**src/rtl/wb_ipi_pkg.sv**
```systemverilog
// ---------------------------------------------------------------------------
// wb_ipi_pkg
// Shared definitions for the inter-processor mailbox (wb_ipi_mailbox):
//   - register word offsets inside a core window
//   - STATUS register bit positions
//   - address bit ranges for window and register select
//   - Wishbone cycle-type code used for incrementing bursts
//   - bus handshake FSM state encoding
//   - reset value helper for the per-core TARGET registers
// ---------------------------------------------------------------------------
package wb_ipi_pkg;

  // Register word index inside a core window (address bits [3:2]).
  typedef enum logic [1:0] {
    REG_TARGET = 2'd0,
    REG_SEND   = 2'd1,
    REG_RECV   = 2'd2,
    REG_STATUS = 2'd3
  } reg_e;

  // STATUS register layout.
  localparam int unsigned STAT_EMPTY     = 0;
  localparam int unsigned STAT_FULL      = 1;
  localparam int unsigned STAT_COUNT_LSB = 8;
  localparam int unsigned STAT_COUNT_W   = 3;
  localparam int unsigned STAT_OVF       = 31;

  // Address decode ranges.
  localparam int unsigned WIN_MSB = 6;
  localparam int unsigned WIN_LSB = 5;
  localparam int unsigned REG_MSB = 3;
  localparam int unsigned REG_LSB = 2;

  // Incrementing-burst cycle type; any other code ends the burst.
  localparam logic [2:0] CTI_INCR = 3'b010;

  // Bus handshake states:
  //   S_IDLE  : no response on the bus, a new access may be accepted
  //   S_ACK   : ack or err is high, next access must wait one cycle
  //   S_BURST : ack is high for an incrementing beat, next beat may follow
  typedef enum logic [1:0] {
    S_IDLE  = 2'd0,
    S_ACK   = 2'd1,
    S_BURST = 2'd2
  } bus_state_e;

  // Each core initially sends to its neighbour: (core + 1) mod ncores.
  function automatic logic [1:0] target_reset(input int unsigned core,
                                              input int unsigned ncores);
    return 2'((core + 1) % ncores);
  endfunction

endpackage

```
**src/rtl/wb_ipi_fifo.sv**
```systemverilog
// ---------------------------------------------------------------------------
// wb_ipi_fifo
// Per-core receive FIFO for the mailbox. Depth is 2**FIFO_AW words.
// Pointers carry one extra wrap bit so that full and empty are told apart
// by count = wr_ptr - rd_ptr (modulo 2**(FIFO_AW+1)).
// The head word is presented combinationally so a pop can return it in the
// same edge that retires it.
//
// Ports:
//   clk_i    in   clock, rising edge
//   rst_ni   in   asynchronous active-low reset (pointers only)
//   push_i   in   write wdata_i at the tail; ignored when full
//   pop_i    in   retire the head; ignored when empty
//   wdata_i  in   DW  push data
//   rdata_o  out  DW  current head word
//   empty_o  out  FIFO holds no words
//   full_o   out  FIFO holds 2**FIFO_AW words
//   count_o  out  FIFO_AW+1  number of words held
// ---------------------------------------------------------------------------
module wb_ipi_fifo #(
  parameter int unsigned FIFO_AW = 2,
  parameter int unsigned DW      = 32
) (
  input  logic              clk_i,
  input  logic              rst_ni,
  input  logic              push_i,
  input  logic              pop_i,
  input  logic [DW-1:0]     wdata_i,
  output logic [DW-1:0]     rdata_o,
  output logic              empty_o,
  output logic              full_o,
  output logic [FIFO_AW:0]  count_o
);

  localparam int unsigned      DEPTH     = 1 << FIFO_AW;
  localparam logic [FIFO_AW:0] DEPTH_PTR = {1'b1, {FIFO_AW{1'b0}}};

  logic [DW-1:0]    mem_q [DEPTH];
  logic [FIFO_AW:0] wr_ptr_q, wr_ptr_d;
  logic [FIFO_AW:0] rd_ptr_q, rd_ptr_d;
  logic             do_push, do_pop;

  assign count_o = wr_ptr_q - rd_ptr_q;
  assign empty_o = (count_o == '0);
  assign full_o  = (count_o == DEPTH_PTR);

  assign do_push = push_i & ~full_o;
  assign do_pop  = pop_i & ~empty_o;

  assign wr_ptr_d = wr_ptr_q + {{FIFO_AW{1'b0}}, do_push};
  assign rd_ptr_d = rd_ptr_q + {{FIFO_AW{1'b0}}, do_pop};

  always_ff @(posedge clk_i or negedge rst_ni) begin
    if (!rst_ni) begin
      wr_ptr_q <= '0;
      rd_ptr_q <= '0;
    end else begin
      wr_ptr_q <= wr_ptr_d;
      rd_ptr_q <= rd_ptr_d;
    end
  end

  // Storage needs no reset: a word is only ever read after it was pushed.
  always_ff @(posedge clk_i) begin
    if (do_push) begin
      mem_q[wr_ptr_q[FIFO_AW-1:0]] <= wdata_i;
    end
  end

  assign rdata_o = mem_q[rd_ptr_q[FIFO_AW-1:0]];

endmodule

```
**src/rtl/wb_ipi_mailbox.sv**
```systemverilog
// ---------------------------------------------------------------------------
// wb_ipi_mailbox
// Wishbone B3 slave giving every core a receive FIFO. A core pushes 32-bit
// messages into the FIFO of the core named by its TARGET register and pops
// its own FIFO through RECV. irq_o[c] is a level interrupt while core c has
// pending messages.
//
// Address map (byte address): bits [6:5] core window, bits [3:2] register
//   0x0 TARGET (RW)  destination core for SEND, bits [1:0]
//   0x4 SEND   (W)   push write data into FIFO of TARGET; reads 0
//   0x8 RECV   (R)   pop head of own FIFO; 0 when empty
//   0xC STATUS (R)   bit0 empty, bit1 full, [10:8] count, bit31 overflow
// Windows >= NUM_CORES answer with wb_err_o and change nothing.
//
// Optional feature macro: WB_IPI_OVERFLOW_EN
//   defined   : SEND into a full FIFO sets a sticky overflow flag of the
//               destination core; it is reported in STATUS bit31, keeps the
//               interrupt asserted and is cleared by writing 1 to bit31.
//   undefined : no overflow state; bit31 reads 0.
//
// Ports:
//   wb_clk_i  in   bus clock
//   wb_rst_i  in   asynchronous active-low reset
//   wb_adr_i  in   32  byte address
//   wb_dat_i  in   32  write data
//   wb_sel_i  in   4   byte selects (full-word accesses only, unused)
//   wb_we_i   in   write enable
//   wb_cyc_i  in   bus cycle
//   wb_stb_i  in   strobe
//   wb_cti_i  in   3   cycle type (010 continues a burst)
//   wb_bte_i  in   2   burst type (unused)
//   wb_dat_o  out  32  registered read data
//   wb_ack_o  out  registered acknowledge
//   wb_err_o  out  registered error
//   wb_rty_o  out  tied low
//   irq_o     out  NUM_CORES  per-core mailbox interrupt
// ---------------------------------------------------------------------------
module wb_ipi_mailbox
  import wb_ipi_pkg::*;
#(
  parameter int unsigned NUM_CORES = 2,
  parameter int unsigned FIFO_AW   = 2
) (
  input  logic                 wb_clk_i,
  input  logic                 wb_rst_i,
  input  logic [31:0]          wb_adr_i,
  input  logic [31:0]          wb_dat_i,
  input  logic [3:0]           wb_sel_i,
  input  logic                 wb_we_i,
  input  logic                 wb_cyc_i,
  input  logic                 wb_stb_i,
  input  logic [2:0]           wb_cti_i,
  input  logic [1:0]           wb_bte_i,
  output logic [31:0]          wb_dat_o,
  output logic                 wb_ack_o,
  output logic                 wb_err_o,
  output logic                 wb_rty_o,
  output logic [NUM_CORES-1:0] irq_o
);

  // Two window-select bits give four addressable windows; windows without a
  // core are padded with constant views so the decode never indexes out of
  // range.
  localparam int unsigned MAX_WIN = 4;

  bus_state_e  state_q, state_d;
  logic        ack_q, ack_d;
  logic        err_q, err_d;
  logic [31:0] dat_q, dat_d;

  logic [1:0]  win;
  reg_e        reg_sel;
  logic        win_ok;
  logic        accept;
  logic        wr_ok, rd_ok;
  logic        send_req;
  logic [1:0]  dest;

  logic [1:0]              tgt_w   [MAX_WIN];
  logic [31:0]             rdata_w [MAX_WIN];
  logic [STAT_COUNT_W-1:0] cnt_w   [MAX_WIN];
  logic [MAX_WIN-1:0]      empty_w, full_w, ovf_w;

  logic unused_inputs;
  assign unused_inputs = ^{wb_sel_i, wb_bte_i, wb_adr_i[31:7], wb_adr_i[4],
                           wb_adr_i[1:0]};

  // -------------------------------------------------------------------------
  // Decode
  // -------------------------------------------------------------------------
  assign win     = wb_adr_i[WIN_MSB:WIN_LSB];
  assign reg_sel = reg_e'(wb_adr_i[REG_MSB:REG_LSB]);
  assign win_ok  = (32'(win) < NUM_CORES);

  // A beat is taken when the bus is quiet, or back-to-back while an
  // incrementing burst is being acknowledged.
  assign accept = wb_cyc_i & wb_stb_i &
                  ((state_q == S_IDLE) | (state_q == S_BURST));

  assign wr_ok    = accept & win_ok & wb_we_i;
  assign rd_ok    = accept & win_ok & ~wb_we_i;
  assign send_req = wr_ok & (reg_sel == REG_SEND);
  assign dest     = tgt_w[win];

  // -------------------------------------------------------------------------
  // Per-core state: FIFO, TARGET register, optional overflow flag
  // -------------------------------------------------------------------------
  for (genvar gi = 0; gi < MAX_WIN; gi++) begin : g_win
    if (gi < NUM_CORES) begin : g_core
      logic             push, pop, tgt_we;
      logic [FIFO_AW:0] count;
      logic [1:0]       tgt_q, tgt_d;

      assign push   = send_req & (dest == 2'(gi));
      assign pop    = rd_ok & (reg_sel == REG_RECV) & (win == 2'(gi));
      // Out-of-range destinations are acked but leave TARGET untouched.
      assign tgt_we = wr_ok & (reg_sel == REG_TARGET) & (win == 2'(gi)) &
                      (wb_dat_i < NUM_CORES);

      wb_ipi_fifo #(
        .FIFO_AW (FIFO_AW),
        .DW      (32)
      ) u_fifo (
        .clk_i   (wb_clk_i),
        .rst_ni  (wb_rst_i),
        .push_i  (push),
        .pop_i   (pop),
        .wdata_i (wb_dat_i),
        .rdata_o (rdata_w[gi]),
        .empty_o (empty_w[gi]),
        .full_o  (full_w[gi]),
        .count_o (count)
      );

      assign cnt_w[gi] = STAT_COUNT_W'(count);

      assign tgt_d = tgt_we ? wb_dat_i[1:0] : tgt_q;

      always_ff @(posedge wb_clk_i or negedge wb_rst_i) begin
        if (!wb_rst_i) begin
          tgt_q <= target_reset(gi, NUM_CORES);
        end else begin
          tgt_q <= tgt_d;
        end
      end

      assign tgt_w[gi] = tgt_q;

`ifdef WB_IPI_OVERFLOW_EN
      logic ovf_q, ovf_d, ovf_clr;

      assign ovf_clr = wr_ok & (reg_sel == REG_STATUS) & (win == 2'(gi)) &
                       wb_dat_i[STAT_OVF];

      // Set and clear come from different accesses, so they never collide.
      always_comb begin
        ovf_d = ovf_q;
        if (ovf_clr) begin
          ovf_d = 1'b0;
        end else if (push & full_w[gi]) begin
          ovf_d = 1'b1;
        end
      end

      always_ff @(posedge wb_clk_i or negedge wb_rst_i) begin
        if (!wb_rst_i) begin
          ovf_q <= 1'b0;
        end else begin
          ovf_q <= ovf_d;
        end
      end

      assign ovf_w[gi] = ovf_q;
`else
      assign ovf_w[gi] = 1'b0;
`endif

      // FIFO state changes at the accept edge, so the interrupt moves in the
      // same cycle as the corresponding ack.
      assign irq_o[gi] = ~empty_w[gi] | ovf_w[gi];
    end else begin : g_pad
      assign tgt_w[gi]   = 2'd0;
      assign rdata_w[gi] = 32'd0;
      assign cnt_w[gi]   = '0;
      assign empty_w[gi] = 1'b1;
      assign full_w[gi]  = 1'b0;
      assign ovf_w[gi]   = 1'b0;
    end
  end

  // -------------------------------------------------------------------------
  // Handshake FSM: state register
  // -------------------------------------------------------------------------
  always_ff @(posedge wb_clk_i or negedge wb_rst_i) begin
    if (!wb_rst_i) begin
      state_q <= S_IDLE;
    end else begin
      state_q <= state_d;
    end
  end

  // -------------------------------------------------------------------------
  // Handshake FSM: next state
  // -------------------------------------------------------------------------
  always_comb begin
    state_d = S_IDLE;
    case (state_q)
      S_IDLE, S_BURST: begin
        if (accept) begin
          // Error responses never continue a burst.
          state_d = (win_ok && (wb_cti_i == CTI_INCR)) ? S_BURST : S_ACK;
        end
      end
      S_ACK:   state_d = S_IDLE;
      default: state_d = S_IDLE;
    endcase
  end

  // -------------------------------------------------------------------------
  // Handshake FSM: outputs (next values of the registered bus outputs)
  // -------------------------------------------------------------------------
  always_comb begin
    ack_d = accept & win_ok;
    err_d = accept & ~win_ok;
    dat_d = '0;
    if (rd_ok) begin
      case (reg_sel)
        REG_TARGET: dat_d = {30'd0, tgt_w[win]};
        REG_RECV:   dat_d = empty_w[win] ? 32'd0 : rdata_w[win];
        REG_STATUS: begin
          dat_d[STAT_EMPTY]                     = empty_w[win];
          dat_d[STAT_FULL]                      = full_w[win];
          dat_d[STAT_COUNT_LSB +: STAT_COUNT_W] = cnt_w[win];
          dat_d[STAT_OVF]                       = ovf_w[win];
        end
        default:    dat_d = '0;
      endcase
    end
  end

  always_ff @(posedge wb_clk_i or negedge wb_rst_i) begin
    if (!wb_rst_i) begin
      ack_q <= 1'b0;
      err_q <= 1'b0;
      dat_q <= '0;
    end else begin
      ack_q <= ack_d;
      err_q <= err_d;
      if (accept) begin
        dat_q <= dat_d;
      end
    end
  end

  assign wb_ack_o = ack_q;
  assign wb_err_o = err_q;
  assign wb_dat_o = dat_q;
  assign wb_rty_o = 1'b0;

endmodule

```
**config.mk**
```make
export PLATFORM = sky130hd
export DESIGN_NAME = wb_ipi_mailbox
export DESIGN_NICKNAME = d
export VERILOG_FILES = /design/src/rtl/wb_ipi_pkg.sv /design/src/rtl/wb_ipi_fifo.sv /design/src/rtl/wb_ipi_mailbox.sv
export SDC_FILE = /design/constraint.sdc
export NUM_CORES = 1
export LEC_CHECK = 0
export CELL_PAD_IN_SITES_DETAIL_PLACEMENT = 0
export CELL_PAD_IN_SITES_GLOBAL_PLACEMENT = 1
export CORE_UTILIZATION = 40
export DETAILED_ROUTE_END_ITERATION = 6
export PLACE_DENSITY_LB_ADDON = 0.1
export SYNTH_ARGS = -nofsm -noshare
export SYNTH_HDL_FRONTEND = slang
export SYNTH_SLANG_ARGS = --single-unit
```
**constraint.sdc**
```tcl
create_clock -name wb_clk_i -period 7.5 [get_ports wb_clk_i]
set_input_delay 1.875 -clock wb_clk_i [delete_from_list [all_inputs] [get_ports wb_clk_i]]
set_output_delay 1.875 -clock wb_clk_i [all_outputs]
set_load 0.1 [all_outputs]
```
# ---- Word level (Yosys, flattened, before mapping)
# Memory sizes are Yosys's and may differ from the RTL's.
# Index checks and enable logic that the tools add are counted.
# Widths: inputs -> output; s select.
dict set report word_totals {
  mem_count 2
  in_bits 78
  wordCells 97
  ff_bits 52
  mem_bits_rw 256
}
dict set report op_classes {
  add_sub_neg 6
  n_lt_le_gt_ge 4
  bitwise_logic 29
  n_eq_ne 9
  muxes 29
  n_reduce_logical 8
}
# memory depth word_bits read_ports rd_ports_with_merged_regs wr line
set mem_list {}
lappend mem_list {{g_win[0].g_core.u_fifo.mem_q} 4 32 1 0 1 wb_ipi_fifo.sv:38} ;# logic [DW-1:0] mem_q [DEPTH];
lappend mem_list {{g_win[1].g_core.u_fifo.mem_q} 4 32 1 0 1 wb_ipi_fifo.sv:38}
# operator count
set op_table {}
lappend op_table {{$mux 32} 4}
lappend op_table {{$bmux 32 s2} 1}
lappend op_table {{$lt 32x2->1 const B} 1}
lappend op_table {{$and 1x1->1} 21}
lappend op_table {{$mux 20} 1}
lappend op_table {{$add 3x1->3} 4}
lappend op_table {{$mux 2} 5}
lappend op_table {{$logic_not 2->1} 4}
lappend op_table {{$mux 1} 7}
lappend op_table {{$bmux 1 s2} 3}
lappend op_table {{$bmux 3 s2} 1}
lappend op_table {{$eq 2x1->1 const B} 3}
lappend op_table {{$eq 2x2->1 const B} 3}
lappend op_table {{$eq 3x3->1 const B} 2}
lappend op_table {{$logic_not 3->1} 2}
lappend op_table {{$mux 3} 2}
lappend op_table {{$mux 6} 1}
lappend op_table {{$not 1->1} 6}
lappend op_table {{$pmux 2 s3} 1}
lappend op_table {{$pmux 3 s2} 1}
lappend op_table {{$sub 3x3->3} 2}
lappend op_table {{$bmux 2 s2} 1}
lappend op_table {{$eq 3x2->1 const B} 1}
lappend op_table {{$ge 3x3->1 const B} 1}
lappend op_table {{other kinds (7)} 7}

# ---- Depth between registers and ports, before layout
dict set report logic_depth {
  depth_word 10
  depth_mapped 12
  ltp_nobuf 12
}

# ---- Cells and area by module
# Synthesis repeated with hierarchy kept, for this count alone.
dict set report unflattened {
  cells_unflattened 599
  hier_area_um2 12112.9
}
# mod instances cells_per_inst seq_area_each_um2 area_each_um2
set modules_own_cells {}
lappend modules_own_cells {{wb_ipi_fifo at g_win[0].g_core.u_fifo} 1 199 3993.8 4988.5}
lappend modules_own_cells {{wb_ipi_fifo at g_win[1].g_core.u_fifo} 1 198 3993.8 4984.8}
lappend modules_own_cells {wb_ipi_mailbox 1 202 977.2 2139.6}

# ---- Least setup slack after synthesis
# No wires, ideal clock.
dict set report synth_timing {
  path_kind {input port to flip-flop}
  from {input port wb_adr_i[6]}
  to {memory g_win[0].g_core.u_fifo.mem_q[0][0], enable pin}
  required_ns 6.998
  t_arrival_ns 6.056
  path_stages 4
  slack_ns 0.942
  setup_ns 0.502
  cell_sequence {clkbuf_1 > or4b_1 > or3b_4 > nor4_1}
}
dict set report synth_via {
  elab_chain_cells 9
  word_cells_on_any_way 13
}
# item line
set synth_rtl {}
lappend synth_rtl {{start: declaration} wb_ipi_mailbox.sv:46} ;# input logic [31:0] wb_adr_i,
lappend synth_rtl {{$not 2->3 (not written as such)} wb_ipi_mailbox.sv:103} ;# assign dest = tgt_w[win];
lappend synth_rtl {{$bmux 2 s2} wb_ipi_mailbox.sv:103}
lappend synth_rtl {{$mux 2 (not written as such) (2 in series)} wb_ipi_mailbox.sv:103}
lappend synth_rtl {{$logic_not 2->1} wb_ipi_mailbox.sv:114} ;# assign push = send_req & (dest == 2'(gi));
lappend synth_rtl {{$and 1x1->1 (*)} wb_ipi_mailbox.sv:114}
lappend synth_rtl {{$and 1x1->1 (*)} wb_ipi_fifo.sv:47} ;# assign do_push = push_i & ~full_o;
lappend synth_rtl {{$mux 1 (*)} wb_ipi_fifo.sv:65} ;# if (do_push) begin
lappend synth_rtl {{$mux 1 (not written as such) (*)} wb_ipi_fifo.sv:66} ;# mem_q[wr_ptr_q[FIFO_AW-1:0]] <= wdata_i;
lappend synth_rtl {{end: declaration} wb_ipi_fifo.sv:38}
# Every way passes the cells marked *; elsewhere a longest branch is shown, timed or not. The select of a mux whose other input is x is not followed.

# ---- Final worst setup path
dict set report layout_timing {
  from {register g_win[0].g_core.u_fifo.rd_ptr_q[0]}
  to {output port irq_o[0]}
}
dict set report layout_via {
  elab_chain_cells 3
}
# item line
set layout_rtl {}
lappend layout_rtl {{start: declaration} wb_ipi_fifo.sv:40} ;# logic [FIFO_AW:0] rd_ptr_q, rd_ptr_d;
lappend layout_rtl {{start signal: assignment} wb_ipi_fifo.sv:59} ;# rd_ptr_q <= rd_ptr_d;
lappend layout_rtl {{$sub 3x3->3} wb_ipi_fifo.sv:43} ;# assign count_o = wr_ptr_q - rd_ptr_q;
lappend layout_rtl {{$logic_not 3->1} wb_ipi_fifo.sv:44} ;# assign empty_o = (count_o == '0);
lappend layout_rtl {{$not 1->1} wb_ipi_mailbox.sv:180} ;# assign irq_o[gi] = ~empty_w[gi] | ovf_w[gi];
lappend layout_rtl {{end: declaration} wb_ipi_mailbox.sv:58} ;# output logic [NUM_CORES-1:0] irq_o
# Every way passes these cells.

==> flow_metrics.py <==
metrics = {
    "route": {
        "viasPerCell": 5.27,
        "vias": 5834,
        "drcViolationCount": 0,
        "drtIter0Drc": 355,
        "dr.pass1.iters": 4,
        "routed_wl_um": 25400,
        "drtAntennaViolNets": 0,
        "post_drt_wl_per_cell_um": 23.0,
    },
    "grt": {
        "grt_pass1_wl_um": 39400,
        "grt-ovfl-total": 0,
        "grtUsageMet1_pct": 23.5,
        "top_usage_layer": "met2",
        "grt_max_degree": 52,
        "grt_pass1_vias": 6370,
        "grtUsageMet2_pct": 30.0,
        "gr-usage-met3_pct": 2.84,
        "grt_antenna_before_repair": 0,
        "grt_usage_pct": 17.7,
    },
    "clocking": {
        "cts_buffers": 34,
        "clockBufferDepth": 3,
        "cts_root_buffer": "clkbuf_16",
        "path_clk_slew_ps": 60,
        "cts_tree": "done",
        "post_cts_resized": 0,
        "cts-hold-fix-buffers": 0,
        "h-tree-depth": 2,
        "post_cts_buffers": 0,
        "cts_sinks": 307,
        "insertion_delay_ps": 510,
    },
    "final_layout": {
        "multi_input_area_mm2": 0.00280,
        "antenna_cells": 0,
        "register_area_mm2": 0.00897,
        "area_delta_synth_final_pct": 20.8,
        "drive_gt1_share_pct": 20.9,
        "post-route-cell-area_mm2": 0.0144,
        "fin_nets": 788,
        "num-fill-cells": 2412,
        "fin_cells": 1107,
    },
    "power": {
        "p_per_area_mw_per_mm2": 264,
        "power_uw": 3790,
        "irDropWorstVdd_mv": 0.184,
        "p_leak_uw": 0.00492,
    },
    "timing": {
        "setup_violations": 0,
        "worst_pin_slew_ps": 988,
        "setup_tns_ps": 0,
        "fin_crit_ps": 5670,
        "slew_viol_final": 0,
        "rsz0062_at_grt": "false",
        "skew_ps": 15.9,
        "post-route-period-util_pct": 75.5,
        "fmax_mhz": 176,
        "hold_slack_ps": 477,
        "hold_viol_final": 0,
        "max_slew_margin_pct": 33.9,
    },
    "floorplanning": {
        "io_pins": 115,
        "rows": 62,
        "start_util_pct": 41.0,
        "coreArea_mm2": 0.0290,
        "dieArea_mm2": 0.0304,
        "die_h_um": 174,
        "die_x_um": 174,
    },
    "status": {
        "outcome": "finished, final reports clean",
    },
    "worst_setup_path": {
        "cp_data_arrival_time_ps": 3790,
        "setup.worst_path.end_class": "output pin",
        "cpPeakStageDelay_ps": 1130,
        "criticalPathCategory": "reg -> out",
        "startpoint_type": "flip-flop",
        "slowest_stage": "clkdlybuf4s50_1",
        "crit_required_ps": 5620,
        "crit_fanout": 34,
        "worstPathCellList": "ha_1 > inv_1 > fa_1 > xnor3_1 > or2_2 > clkdlybuf4s50_1",
    },
    "synth": {
        "yosysUniqueCellTypes": 43,
        "synthCells": 596,
        "ys_async_sr_fraction_pct": 16.6,
        "yosysTopAreaCell": "edfxtp_1",
        "syn_nets": 686,
        "synth_seq_area_share_pct": 75.4,
        "synth_edf_count": 256,
        "synth_ff_type": "edfxtp_1",
        "synth-seq-cells": 307,
        "avgSynthCellArea_um2": 20.0,
        "synthTopCellsByArea": "edfxtp_1 65%, mux4_2 12%, dfrtp_1 11%",
        "syn_area_mm2": 0.0119,
        "yosysTopAreaCellShare_pct": 64.6,
        "synth_warnings": 0,
    },
    "placement": {
        "dp.cells": 1046,
        "gp_congestion": 0.726,
        "place_area_mm2": 0.0132,
        "port_buffers": 79,
        "dp_hpwl_um": 14000,
    },
    "min_path": {
        "hp-class": "reg -> reg",
    },
    "flow_run": {
        "maxCapViolCount": 0,
    },
}
critical path, delay by kind of cell, from the launching register on:
kind / cells / cell delay (ps)
and+or+nand+nor: 1 / 150
buffers and inverters: 2 / 1190
DFF: 1 / 960
xor gates and xnor gates: 1 / 290
adders and majority gates: 2 / 700
through the flow:
stage	setup slack (ps)	util, %
3_5_place_dp	2030	45.5
5_1_grt	1600	49.5
4_1_cts	1730	49.5
3_3_place_gp	2090	45.5
2_1_floorplan	942	-
6_report	1830	49.5
cell usage after synthesis, types with 3 or more instances:
library cell / count
edfxtp_1: 256
mux4_2: 64
dfrtp_1: 50
nand2_1: 36
mux2i_1: 34
o21ai_0: 33
clkbuf_1: 20
nor2_1: 11
ha_1: 10
nor4_1: 10
inv_1: 7
buf_2: 6
nor3_1: 6
and3_1: 4
mux2_2: 4
xnor2_1: 4
xor2_1: 4
a22oi_1: 3
or3_1: 3
sequential cells by signal (all words and copies together) (netlist names):
| name | cells |
|---|---|
| g_win.g_core.u_fifo.mem_q | 256 |
| wb_dat_o | 32 |
| g_win.g_core.u_fifo.rd_ptr_q | 6 |
| g_win.g_core.u_fifo.wr_ptr_q | 6 |
| g_win.g_core.tgt_q | 4 |
| state_q | 1 |
| wb_ack_o | 1 |
| wb_err_o | 1 |
placed cells by master (no fill, tap or decap), types with 2 or more instances in the layout:
| cell | n |
|---|---|
| mux2i_1 | 34 |
| xnor3_1 | 2 |
| dfrtp_1 | 48 |
| o21ai_0 | 33 |
| a22oi_1 | 3 |
| or3_1 | 3 |
| clkinv_2 | 7 |
| clkbuf_1 | 3 |
| ha_1 | 10 |
| mux2_2 | 4 |
| clkbuf_8 | 5 |
| clkinv_1 | 4 |
| and2_1 | 2 |
| clkbuf_16 | 35 |
| nand3_1 | 2 |
| nor4_1 | 8 |
| o32ai_1 | 2 |
| inv_1 | 7 |
| mux4_2 | 64 |
| xnor2_1 | 4 |
| nor3_1 | 4 |
| clkdlybuf4s50_1 | 78 |
| edfxtp_1 | 256 |
| buf_4 | 16 |
| nor3_2 | 2 |
| xor2_1 | 4 |
| bufinv_16 | 5 |
| inv_2 | 2 |
| and3_1 | 4 |
| nand2_1 | 36 |
| fa_1 | 2 |
| nor2_1 | 11 |
| nor4_2 | 2 |
routing by layer:
| metal | share of wire (%) | routed length [um] |
|---|---|---|
| met4 | 2.2 | 567 |
| met5 | 0 | 0 |
| met3 | 4.3 | 1090 |
| met2 | 50 | 12700 |
| met1 | 43 | 11100 |
final timing paths:
kind                                                          from                             endpoint  slack [ps]  cells after the start
worst max-delay path            g_win[0].g_core.u_fifo.rd_ptr_q[0]                             irq_o[0]        1830                      6
worst min-delay path                                  wb_dat_o[28]                         wb_dat_o[28]         480                      2
worst max register to register  g_win[0].g_core.u_fifo.rd_ptr_q[0]  g_win[0].g_core.u_fifo.mem_q[2][22]        4000                      8
worst min register to register                        wb_dat_o[28]                         wb_dat_o[28]         480                      2
max in group asynchronous                                 wb_rst_i   g_win[0].g_core.u_fifo.rd_ptr_q[0]        5400                      2
min in group asynchronous                                 wb_rst_i                          wb_dat_o[7]        1540                      2
where the power goes:
group,switching (uW),total (uW),internal (uW),leakage (uW)
logic,119,187,68.0,0.00134
clock network,646,1720,1080,0.000586
registers,18.0,1880,1860,0.00300
total,783,3790,3000,0.00492
area by class of cell:
| type | instances | share of cell area [%] |
|---|---|---|
| flip-flops and latches | 307 | 62.5 |
| multi-input cells | 251 | 19.5 |
| clock buffers | 43 | 6.66 |
| repair buffers | 95 | 6.31 |
| well taps | 384 | 3.35 |
| clock inverters | 18 | 1.53 |
| inverters | 9 | 0.235 |
cells by family after synthesis:
family | count (synthesis) | share of synthesized area, %
fa+ha+maj | 12 | 1.39
xor+xnor | 10 | 0.968
mux | 102 | 15.4
compound gates | 42 | 2.00
simple gates | 84 | 3.58
buf+inv | 38 | 1.29
flops | 307 | 75.4
other cells | 1 | 0.0315
(Power assumes the default switching activity.)
